File: src/rtl/dac_adc_1val_pkg.sv
// Shared types and constants for the single-shot DAC-write / ADC-read sequencer.
package dac_adc_1val_pkg;

    localparam int FRAME_BITS   = 16;
    localparam int ADC_RES_BITS = 12;

    typedef enum logic [2:0] {
        IDLE,
        DAC_XFER,
        SETTLE,
        ADC_XFER,
        DONE
    } state_e;

endpackage

File: src/rtl/dac_adc_1val_spi_frame_master.sv
// Generic mode-0 SPI frame engine: one FRAME_BITS frame per start, MSB first,
// CLK_DIV system clocks per SCLK half-period; done_o marks the frame-ending edge.
module spi_frame_master #(
    parameter int CLK_DIV     = 25,
    parameter int FRAME_BITS  = 16,
    parameter bit SAMPLE_FALL = 1'b0
) (
    input  logic                  clk_i,
    input  logic                  rst_i,
    input  logic                  start_i,
    input  logic [FRAME_BITS-1:0] tx_word_i,
    input  logic                  miso_i,
    output logic                  sclk_o,
    output logic                  mosi_o,
    output logic                  cs_o,
    output logic [FRAME_BITS-1:0] rx_word_o,
    output logic                  busy_o,
    output logic                  done_o
);

    localparam int CNT_W = $clog2(CLK_DIV);
    localparam int BIT_W = $clog2(FRAME_BITS);

    logic                  cs_q, cs_d;
    logic                  sclk_q, sclk_d;
    logic                  mosi_q, mosi_d;
    logic [CNT_W-1:0]      cnt_q, cnt_d;
    logic [BIT_W-1:0]      bit_q, bit_d;
    logic [FRAME_BITS-1:0] tx_q, tx_d;
    logic [FRAME_BITS-1:0] rx_q, rx_d;
    logic                  tc;
    logic                  last_bit;

    assign tc       = (cnt_q == '0);
    assign last_bit = (bit_q == BIT_W'(FRAME_BITS - 1));

    always_comb begin
        cs_d   = cs_q;
        sclk_d = sclk_q;
        mosi_d = mosi_q;
        cnt_d  = cnt_q;
        bit_d  = bit_q;
        tx_d   = tx_q;
        rx_d   = rx_q;
        if (cs_q) begin
            if (start_i) begin
                cs_d   = 1'b0;
                sclk_d = 1'b0;
                mosi_d = tx_word_i[FRAME_BITS-1];
                tx_d   = tx_word_i;
                cnt_d  = CNT_W'(CLK_DIV - 1);
                bit_d  = '0;
            end
        end else if (!tc) begin
            cnt_d = cnt_q - 1'b1;
        end else begin
            cnt_d = CNT_W'(CLK_DIV - 1);
            if (!sclk_q) begin
                sclk_d = 1'b1;
                if (!SAMPLE_FALL) begin
                    rx_d = {rx_q[FRAME_BITS-2:0], miso_i};
                end
            end else begin
                sclk_d = 1'b0;
                if (SAMPLE_FALL) begin
                    rx_d = {rx_q[FRAME_BITS-2:0], miso_i};
                end
                // The last falling edge also closes the frame on the same clock.
                if (last_bit) begin
                    cs_d   = 1'b1;
                    mosi_d = 1'b0;
                end else begin
                    bit_d  = bit_q + 1'b1;
                    mosi_d = tx_q[FRAME_BITS-2];
                    tx_d   = {tx_q[FRAME_BITS-2:0], 1'b0};
                end
            end
        end
    end

    always_ff @(posedge clk_i or posedge rst_i) begin
        if (rst_i) begin
            cs_q   <= 1'b1;
            sclk_q <= 1'b0;
            mosi_q <= 1'b0;
            cnt_q  <= '0;
            bit_q  <= '0;
            tx_q   <= '0;
            rx_q   <= '0;
        end else begin
            cs_q   <= cs_d;
            sclk_q <= sclk_d;
            mosi_q <= mosi_d;
            cnt_q  <= cnt_d;
            bit_q  <= bit_d;
            tx_q   <= tx_d;
            rx_q   <= rx_d;
        end
    end

    assign sclk_o    = sclk_q;
    assign mosi_o    = mosi_q;
    assign cs_o      = cs_q;
    assign rx_word_o = rx_q;
    assign busy_o    = ~cs_q;
    assign done_o    = ~cs_q & tc & sclk_q & last_bit;

endmodule

File: src/rtl/dac_adc_1val.sv
// Single-shot sequencer: DAC write, settle wait, ADC read, result + eoconv pulse.
// Define ADC_SAMPLE_FALL_EN to sample miso_adc_i on the sck_o falling-edge clock.
module dac_adc_1val
    import dac_adc_1val_pkg::*;
#(
    parameter int                    CLK_DIV    = 25,
    parameter logic [FRAME_BITS-1:0] DAC_WORD   = 16'h3800,
    parameter logic [FRAME_BITS-1:0] ADC_CMD    = 16'hC000,
    parameter int                    SETTLE_CYC = 100
) (
    input  logic                    clk_i,
    input  logic                    rst_i,
    input  logic                    start_i,
    input  logic                    miso_adc_i,
    output logic                    mosi_dac_o,
    output logic                    dclk_o,
    output logic                    cs_dac_o,
    output logic                    mosi_adc_o,
    output logic                    sck_o,
    output logic                    cs_adc_o,
    output logic [ADC_RES_BITS-1:0] dout_o,
    output logic                    eoconv_o
);

`ifdef ADC_SAMPLE_FALL_EN
    localparam bit ADC_SAMPLE_FALL = 1'b1;
`else
    localparam bit ADC_SAMPLE_FALL = 1'b0;
`endif

    localparam int TMR_W = $clog2(SETTLE_CYC + 1);

    state_e                  state_q, state_d;
    logic [TMR_W-1:0]        timer_q, timer_d;
    logic [ADC_RES_BITS-1:0] dout_q, dout_d;
    logic                    eoconv_q, eoconv_d;
    logic                    dac_start, adc_start;
    logic                    dac_busy, adc_busy;
    logic                    dac_done, adc_done;
    logic [FRAME_BITS-1:0]   dac_rx, adc_rx;
    logic                    unused_bits;

    spi_frame_master #(
        .CLK_DIV    (CLK_DIV),
        .FRAME_BITS (FRAME_BITS),
        .SAMPLE_FALL(1'b0)
    ) u_dac_spi (
        .clk_i    (clk_i),
        .rst_i    (rst_i),
        .start_i  (dac_start),
        .tx_word_i(DAC_WORD),
        .miso_i   (1'b0),
        .sclk_o   (dclk_o),
        .mosi_o   (mosi_dac_o),
        .cs_o     (cs_dac_o),
        .rx_word_o(dac_rx),
        .busy_o   (dac_busy),
        .done_o   (dac_done)
    );

    spi_frame_master #(
        .CLK_DIV    (CLK_DIV),
        .FRAME_BITS (FRAME_BITS),
        .SAMPLE_FALL(ADC_SAMPLE_FALL)
    ) u_adc_spi (
        .clk_i    (clk_i),
        .rst_i    (rst_i),
        .start_i  (adc_start),
        .tx_word_i(ADC_CMD),
        .miso_i   (miso_adc_i),
        .sclk_o   (sck_o),
        .mosi_o   (mosi_adc_o),
        .cs_o     (cs_adc_o),
        .rx_word_o(adc_rx),
        .busy_o   (adc_busy),
        .done_o   (adc_done)
    );

    // The DAC link never receives, and only the low result bits of the ADC frame matter.
    assign unused_bits = ^{dac_rx, adc_rx[FRAME_BITS-1:ADC_RES_BITS]};

    always_comb begin
        state_d   = state_q;
        timer_d   = timer_q;
        dout_d    = dout_q;
        eoconv_d  = 1'b0;
        dac_start = 1'b0;
        adc_start = 1'b0;
        unique case (state_q)
            IDLE: begin
                if (start_i && !dac_busy && !adc_busy) begin
                    dac_start = 1'b1;
                    state_d   = DAC_XFER;
                end
            end
            DAC_XFER: begin
                if (dac_done) begin
                    state_d = SETTLE;
                    timer_d = TMR_W'(SETTLE_CYC - 1);
                end
            end
            SETTLE: begin
                if (timer_q == '0) begin
                    adc_start = 1'b1;
                    state_d   = ADC_XFER;
                end else begin
                    timer_d = timer_q - 1'b1;
                end
            end
            ADC_XFER: begin
                if (adc_done) begin
                    state_d = DONE;
                end
            end
            DONE: begin
                dout_d   = adc_rx[ADC_RES_BITS-1:0];
                eoconv_d = 1'b1;
                state_d  = IDLE;
            end
            default: state_d = IDLE;
        endcase
    end

    always_ff @(posedge clk_i or posedge rst_i) begin
        if (rst_i) begin
            state_q  <= IDLE;
            timer_q  <= '0;
            dout_q   <= '0;
            eoconv_q <= 1'b0;
        end else begin
            state_q  <= state_d;
            timer_q  <= timer_d;
            dout_q   <= dout_d;
            eoconv_q <= eoconv_d;
        end
    end

    assign dout_o   = dout_q;
    assign eoconv_o = eoconv_q;

endmodule

File: config.mk
export PLATFORM = sky130hd
export DESIGN_NAME = dac_adc_1val
export DESIGN_NICKNAME = d
export VERILOG_FILES = /design/src/rtl/dac_adc_1val_pkg.sv /design/src/rtl/dac_adc_1val_spi_frame_master.sv /design/src/rtl/dac_adc_1val.sv
export SDC_FILE = /design/constraint.sdc
export NUM_CORES = 1
export LEC_CHECK = 0
export ABC_AREA = 1
export BUFFER_PORTS_ARGS = -buffer_cell sky130_fd_sc_hd__clkbuf_2
export CAP_MARGIN = 20
export CORE_MARGIN = 1.5
export CORE_UTILIZATION = 45
export DETAILED_ROUTE_END_ITERATION = 16
export PLACE_DENSITY = 0.59
export SYNTH_ARGS = -nofsm -noshare
export SYNTH_HDL_FRONTEND = slang
export SYNTH_SLANG_ARGS = --single-unit
File: constraint.sdc
create_clock -name clk_i -period 3.49 [get_ports clk_i]
set_input_delay 0.1745 -clock clk_i [delete_from_list [all_inputs] [get_ports clk_i]]
set_output_delay 0.1745 -clock clk_i [all_outputs]
set_load 0.005 [all_outputs]
-- Word-level counts from Yosys, hierarchy flattened
Index checks and enable logic that the tools add are counted.
- output and inout port bits: 19
- flip-flop bits (word level): 89
- input bits: 4
- word-level logic and storage cells: 132
- reductions and logical operators: 20
- add/subtract/negate cells: 5
- multiplexer cells: 66
- equality and inequality tests: 15
- bitwise operators: 9
- operators by type and width (operator ; count):
    15-bit 2-to-1 mux ; 10
    4-bit 2-to-1 mux ; 10
    1-bit 2-to-1 mux ; 32
    5-bit 2-to-1 mux ; 6
    7-bit 2-to-1 mux ; 2
    2-bit != test, second input constant ; 7
    7-bit one-hot mux with 2 select lines ; 1
    3-bit 2-to-1 mux ; 4
    3-bit one-hot mux with 4 select lines ; 1
    3-bit AND reduction ; 4
    4-bit AND reduction ; 3
    5-bit zero test ; 2
    2-bit nonzero test ; 5
    5-bit by 1-bit subtractor with 5-bit output, second input constant ; 2
    4-bit by 1-bit adder with 4-bit output, second input constant ; 2
    4-bit equality test, second input constant ; 2
    7-bit zero test ; 1
    7-bit by 1-bit subtractor with 7-bit output, second input constant ; 1
    1-bit bitwise AND ; 6
    3-bit by 2-bit equality test with 1-bit output, second input constant ; 2
    2-bit by 1-bit != test with 1-bit output, second input constant ; 2
    2-bit AND reduction ; 2
    3-bit by 1-bit equality test with 1-bit output, second input constant ; 1
    3-bit equality test, second input constant ; 1
    3 further kinds ; 6

-- Longest topological paths before layout
- depth in word-level cells: 6
- mapped depth: 11
- depth with buffers taken out: 10

-- Modules after synthesis
A second synthesis with hierarchy kept.
- cell total of the unflattened synthesis: 686
- area, all modules: 5290.1 um^2
- by module, submodules not included (module ; area each (um^2) ; cells each ; times used):
    spi_frame_master ; 2085.8 ; 268 ; 2
    dac_adc_1val ; 1118.6 ; 150 ; 1

-- Worst setup path before layout
No wires, ideal clock.
- path type: register to register
- start: register u_dac_spi.cs_q (netlist: u_dac_spi.cs_o)
- end: register u_dac_spi.tx_q[11]
- clock period less this slack: 1511 ps
- data arrival time: 1389 ps
- setup slack: 1979 ps
- stages on the path, launching flop included: 8
- buffers on the path: 2
- library setup time: 122 ps
- cell sequence: dfstp_2 -> buf_6 -> nand3_2 -> o21ai_4 -> nand3_4 -> buf_6 -> nand2_1 -> o21ai_1
- longest elaborated chain between the ends: 6
- ends and longest elaborated chain (element ; line ; text):
    from (decl) ; dac_adc_1val_spi_frame_master.sv:24 ; logic cs_q, cs_d;
    from (signal assigned) ; dac_adc_1val_spi_frame_master.sv:91 ; cs_q <= cs_d;
    1-bit logical AND (2 in series) ; dac_adc_1val.sv:91 ; if (start_i && !dac_busy && !adc_busy) begin
    1-bit 2-to-1 mux ; dac_adc_1val.sv:91 ;
    1-bit 2-to-1 mux ; dac_adc_1val.sv:89 ; unique case (state_q)
    2-bit != test (no source line) ; -- ;
    4-bit AND reduction (no source line) ; -- ;
    to (signal assigned) ; dac_adc_1val_spi_frame_master.sv:96 ; tx_q <= tx_d;
    to (decl) ; dac_adc_1val_spi_frame_master.sv:29 ; logic [FRAME_BITS-1:0] tx_q, tx_d;
Parallel ways exist; a longest one is shown, timed or not.
A chain may end at the register's enable or synchronous reset.

-- Worst setup path after layout
- start: register timer_q[0]
- end: register u_adc_spi.bit_q[3]
- longest elaborated chain between the ends: 5
- ends and longest elaborated chain (element ; line ; text):
    from (decl) ; dac_adc_1val.sv:34 ; logic [TMR_W-1:0] timer_q, timer_d;
    from (signal assigned) ; dac_adc_1val.sv:132 ; timer_q <= timer_d;
    7-bit zero test ; dac_adc_1val.sv:103 ; if (timer_q == '0) begin
    1-bit 2-to-1 mux ; dac_adc_1val.sv:103 ;
    1-bit 2-to-1 mux ; dac_adc_1val.sv:89 ;
    2-bit != test (no source line) ; -- ;
    4-bit AND reduction (no source line) ; -- ;
    to (signal assigned) ; dac_adc_1val_spi_frame_master.sv:95 ; bit_q <= bit_d;
    to (decl) ; dac_adc_1val_spi_frame_master.sv:28 ; logic [BIT_W-1:0] bit_q, bit_d;
No other way between the ends.

==> flow_metrics.py <==
metrics = {
    "status": {
        "status": "completed",
    },
    "global_route": {
        "grt_pass1_vias": 2236,
        "antenna_found_initial": 0,
        "grt_max_degree": 36,
        "grt_pass1_wl_mm": 10.0,
        "grt.overflow.total": 0,
        "groute.usage.overall": 0.172,
    },
    "timing": {
        "setup_viol": 0,
        "tightest_slew_ps": 732,
        "fin_crit_sh": 0.537,
        "slew_headroom": 0.511,
        "skew_ps": 12.3,
        "finalMaxSlewViolations": 0,
        "fin_tns_setup_ps": 0,
        "hold-worst-slack_ps": 78.2,
        "hold_viol": 0,
        "fin_crit_ps": 1870,
        "rsz0062_at_grt": "no",
        "max_freq_mhz": 534,
    },
    "job": {
        "cap_violations": 0,
    },
    "drt": {
        "initialDrtViolationCount": 99,
        "remaining_drc_errors": 0,
        "drt_wl_total_mm": 5.68,
        "vias": 2332,
        "ant_nets": 0,
        "dr.pass1.iters": 4,
        "vias_per_cell": 4.96,
        "wl_per_cell_um": 12.1,
    },
    "layout": {
        "final_core_util": 0.522,
        "diodes": 0,
        "layout.nets": 395,
        "final_cells": 470,
        "regArea_um2": 1600,
        "area_growth_pct": 12.4,
        "drive_gt1_frac": 0.208,
        "fillers": 643,
        "multi_input_area_um2": 1310,
    },
    "floorplan": {
        "dieArea_um2": 7480,
        "die_x_um": 86.5,
        "io_pins": 23,
        "core.rowCount": 30,
        "fp.dieH_um": 86.5,
        "core_area_um2": 6760,
        "start_util": 0.464,
    },
    "synthesis": {
        "syn_avg_cell_area_um2": 8.74,
        "synthCells": 359,
        "ys_warn_count": 0,
        "synth.distinct_cells": 33,
        "ys_seq_elements": 64,
        "netlist_area_um2": 3140,
        "synth_seq_area_share": 0.511,
        "syn_nets": 369,
    },
    "power": {
        "vdd_drop_max_mv": 0.261,
        "leakage_nw": 1.71,
        "powerDensity_nw_per_um2": 419,
        "total_power_mw": 1.48,
    },
    "critical_path": {
        "critPathLaunchType": "register",
        "worst-path-buf-inv": 2,
        "slowest_stage": "o21ai_2",
        "crit_path_cell_trace": "inv_1, ha_1, inv_1, nor2_1, nand3_2, o21ai_2, nand3_2, nand2_1, nand2_1",
        "crit_required_ps": 3720,
        "critPathMaxStageDelay_ps": 470,
        "path_delay_family": "simple AND/OR/NAND/NOR gates",
        "cp_max_fo": 13,
        "crit_arrival_ps": 2100,
        "end_kind": "register",
        "criticalPathCategory": "reg2reg",
    },
    "cts": {
        "htree_num_levels": 3,
        "cts-resized-gates": 0,
        "cts_buffer_depth": 2,
        "cts_tree": "done",
        "cts_root_buffer": "clkbuf_8",
        "cts_setup_buffers": 0,
        "cts.sinks": 64,
        "clk-insertion-delay-late_ps": 350,
        "path_clk_slew_ps": 70,
        "numCtsBuffers": 9,
    },
    "worst_hold_path": {
        "hold_class": "in2reg",
    },
    "placement": {
        "placed_cells": 453,
        "place_congestion": 0.768,
        "hpwl_mm": 3.92,
        "portBuffers": 22,
    },
}
-- path summary, 6_finish.rpt --
kind / to / start / slack [ps] / cells past startpoint
worst max-delay path: u_adc_spi.bit_q[3]$_DFFE_PP0P_ / timer_q[0]$_DFFE_PP0P_ / 1620 / 9
worst min-delay path: u_adc_spi.rx_word_o[0]$_DFFE_PP0P_ / miso_adc_i / 80 / 3
worst max register to register: u_adc_spi.bit_q[3]$_DFFE_PP0P_ / timer_q[0]$_DFFE_PP0P_ / 1620 / 9
worst min register to register: u_adc_spi.tx_q[14]$_DFFE_PP0P_ / u_adc_spi.tx_q[14]$_DFFE_PP0P_ / 480 / 2
max in group asynchronous: u_dac_spi.cs_o$_DFF_PP1_ / rst_i / 2090 / 4
min in group asynchronous: dout_o[2]$_DFFE_PP0P_ / rst_i / 490 / 3
-- logic make-up (layout without fill, tap and decap cells) --
family                   after synthesis  after routing  share of synthesized area
AO/OA/AOI/OAI                         61             61                      0.123
XOR/XNOR                               4              4                     0.0112
AND/OR/NAND/NOR                      171            171                      0.258
buffers and inverters                 53             84                     0.0730
flip-flops                            64             64                      0.511
adder cells (fa/ha/maj)                6              6                     0.0239
-- Yosys cell counts, drive strengths merged --
library cell   n  area, um2
dfrtp         62       1550
ha             6       75.1
nand3b         1       7.51
a21oi          5       25.0
dfstp          2       52.6
o22ai          3       18.8
and3           1       6.26
nand4          9       62.6
o21bai         1       18.8
or2            4       25.0
inv           44        165
xnor2          3       26.3
nor3           4       20.0
o21ai         51        315
nand2         97        377
o211ai         1       7.51
xor2           1       8.76
clkbuf         4       15.0
buf            5       48.8
nor2          31        146
nand3         24        165
-- where the power goes --
| group | internal [mW] | total, mW | leakage [nW] | switching, mW |
|---|---|---|---|---|
| combinational | 0.00344 | 0.0199 | 0.758 | 0.0165 |
| clock | 0.409 | 0.716 | 0.110 | 0.307 |
| sequential | 0.742 | 0.743 | 0.847 | 0.000518 |
-- worst reg2reg max path, delay by kind of cell (launching register included) --
kind,cells,cell delay [ps]
AO/OA/AOI/OAI,1,470
adder cells (fa/ha/maj),1,160
buffers and inverters,2,170
flip-flops,1,380
AND/OR/NAND/NOR,5,590
-- registers in the layout, indices dropped and copies added, names as in the netlist --
| register | count |
|---|---|
| u_adc_spi.sclk_o | 1 |
| u_adc_spi.cs_o | 1 |
| dout_o | 12 |
| eoconv_o | 1 |
| u_adc_spi.cnt_q | 5 |
| u_adc_spi.bit_q | 4 |
| u_dac_spi.cs_o | 1 |
| timer_q | 7 |
| u_adc_spi.rx_word_o | 12 |
| u_dac_spi.mosi_o | 1 |
| state_q | 3 |
| u_dac_spi.sclk_o | 1 |
| u_dac_spi.bit_q | 4 |
| u_dac_spi.cnt_q | 5 |
| u_adc_spi.mosi_o | 1 |
| u_dac_spi.tx_q | 4 |
| u_adc_spi.tx_q | 1 |
-- cells in the final DEF, fill, tap and decap left out, types with 2 or more instances in the layout --
cell type / count
a21oi_1: 5
clkbuf_8: 9
nor2_4: 3
or2_2: 3
dfstp_2: 2
o21ai_0: 33
dfrtp_1: 62
nand2_1: 92
inv_2: 4
inv_6: 2
xnor2_1: 3
o21ai_2: 13
clkinv_4: 2
clkbuf_2: 22
bufinv_16: 2
nand3_1: 18
o21ai_1: 4
nand4_1: 8
ha_1: 6
inv_1: 40
nand2_2: 5
nand3_2: 4
nor3_1: 4
nor2_1: 25
o22ai_1: 3
nor2_2: 3
nand3_4: 2
-- cell type report --
cell class | count | share of cell area
Clock buffer | 9 | 0.0351
Clock inverter | 7 | 0.0291
Inverter | 44 | 0.0468
Multi-Input combinational cell | 242 | 0.370
Sequential cell | 64 | 0.455
Tap cell | 80 | 0.0284
Timing Repair Buffer | 24 | 0.0362
-- metrics by stage --
step / setup slack [ps] / instance area, um2
floorplan: 1720 / 3140
global placement: 1690 / 3290
detailed placement: 1630 / 3290
CTS: 1620 / 3530
global route: 1450 / 3530
finish: 1620 / 3530
-- per-layer routing --
layer / share of wire / vias up / wire length [um] / track usage
met5: 0 / - / 0 / 0
met4: 0.017 / 0 / 98 / 0.0660
met3: 0.033 / 12 / 190 / 0.0505
met2: 0.45 / 29 / 2570 / 0.276
met1: 0.50 / 1081 / 2820 / 0.219
li1: - / 1210 / - / -
-- what timing repair did --
action / in CTS / in global routing
hold buffers: 1 / 0
hold endpoints to repair: 34 / 0
endpoints found under the setup margin: 0 / 0
Power figures use the tool's default switching activity.
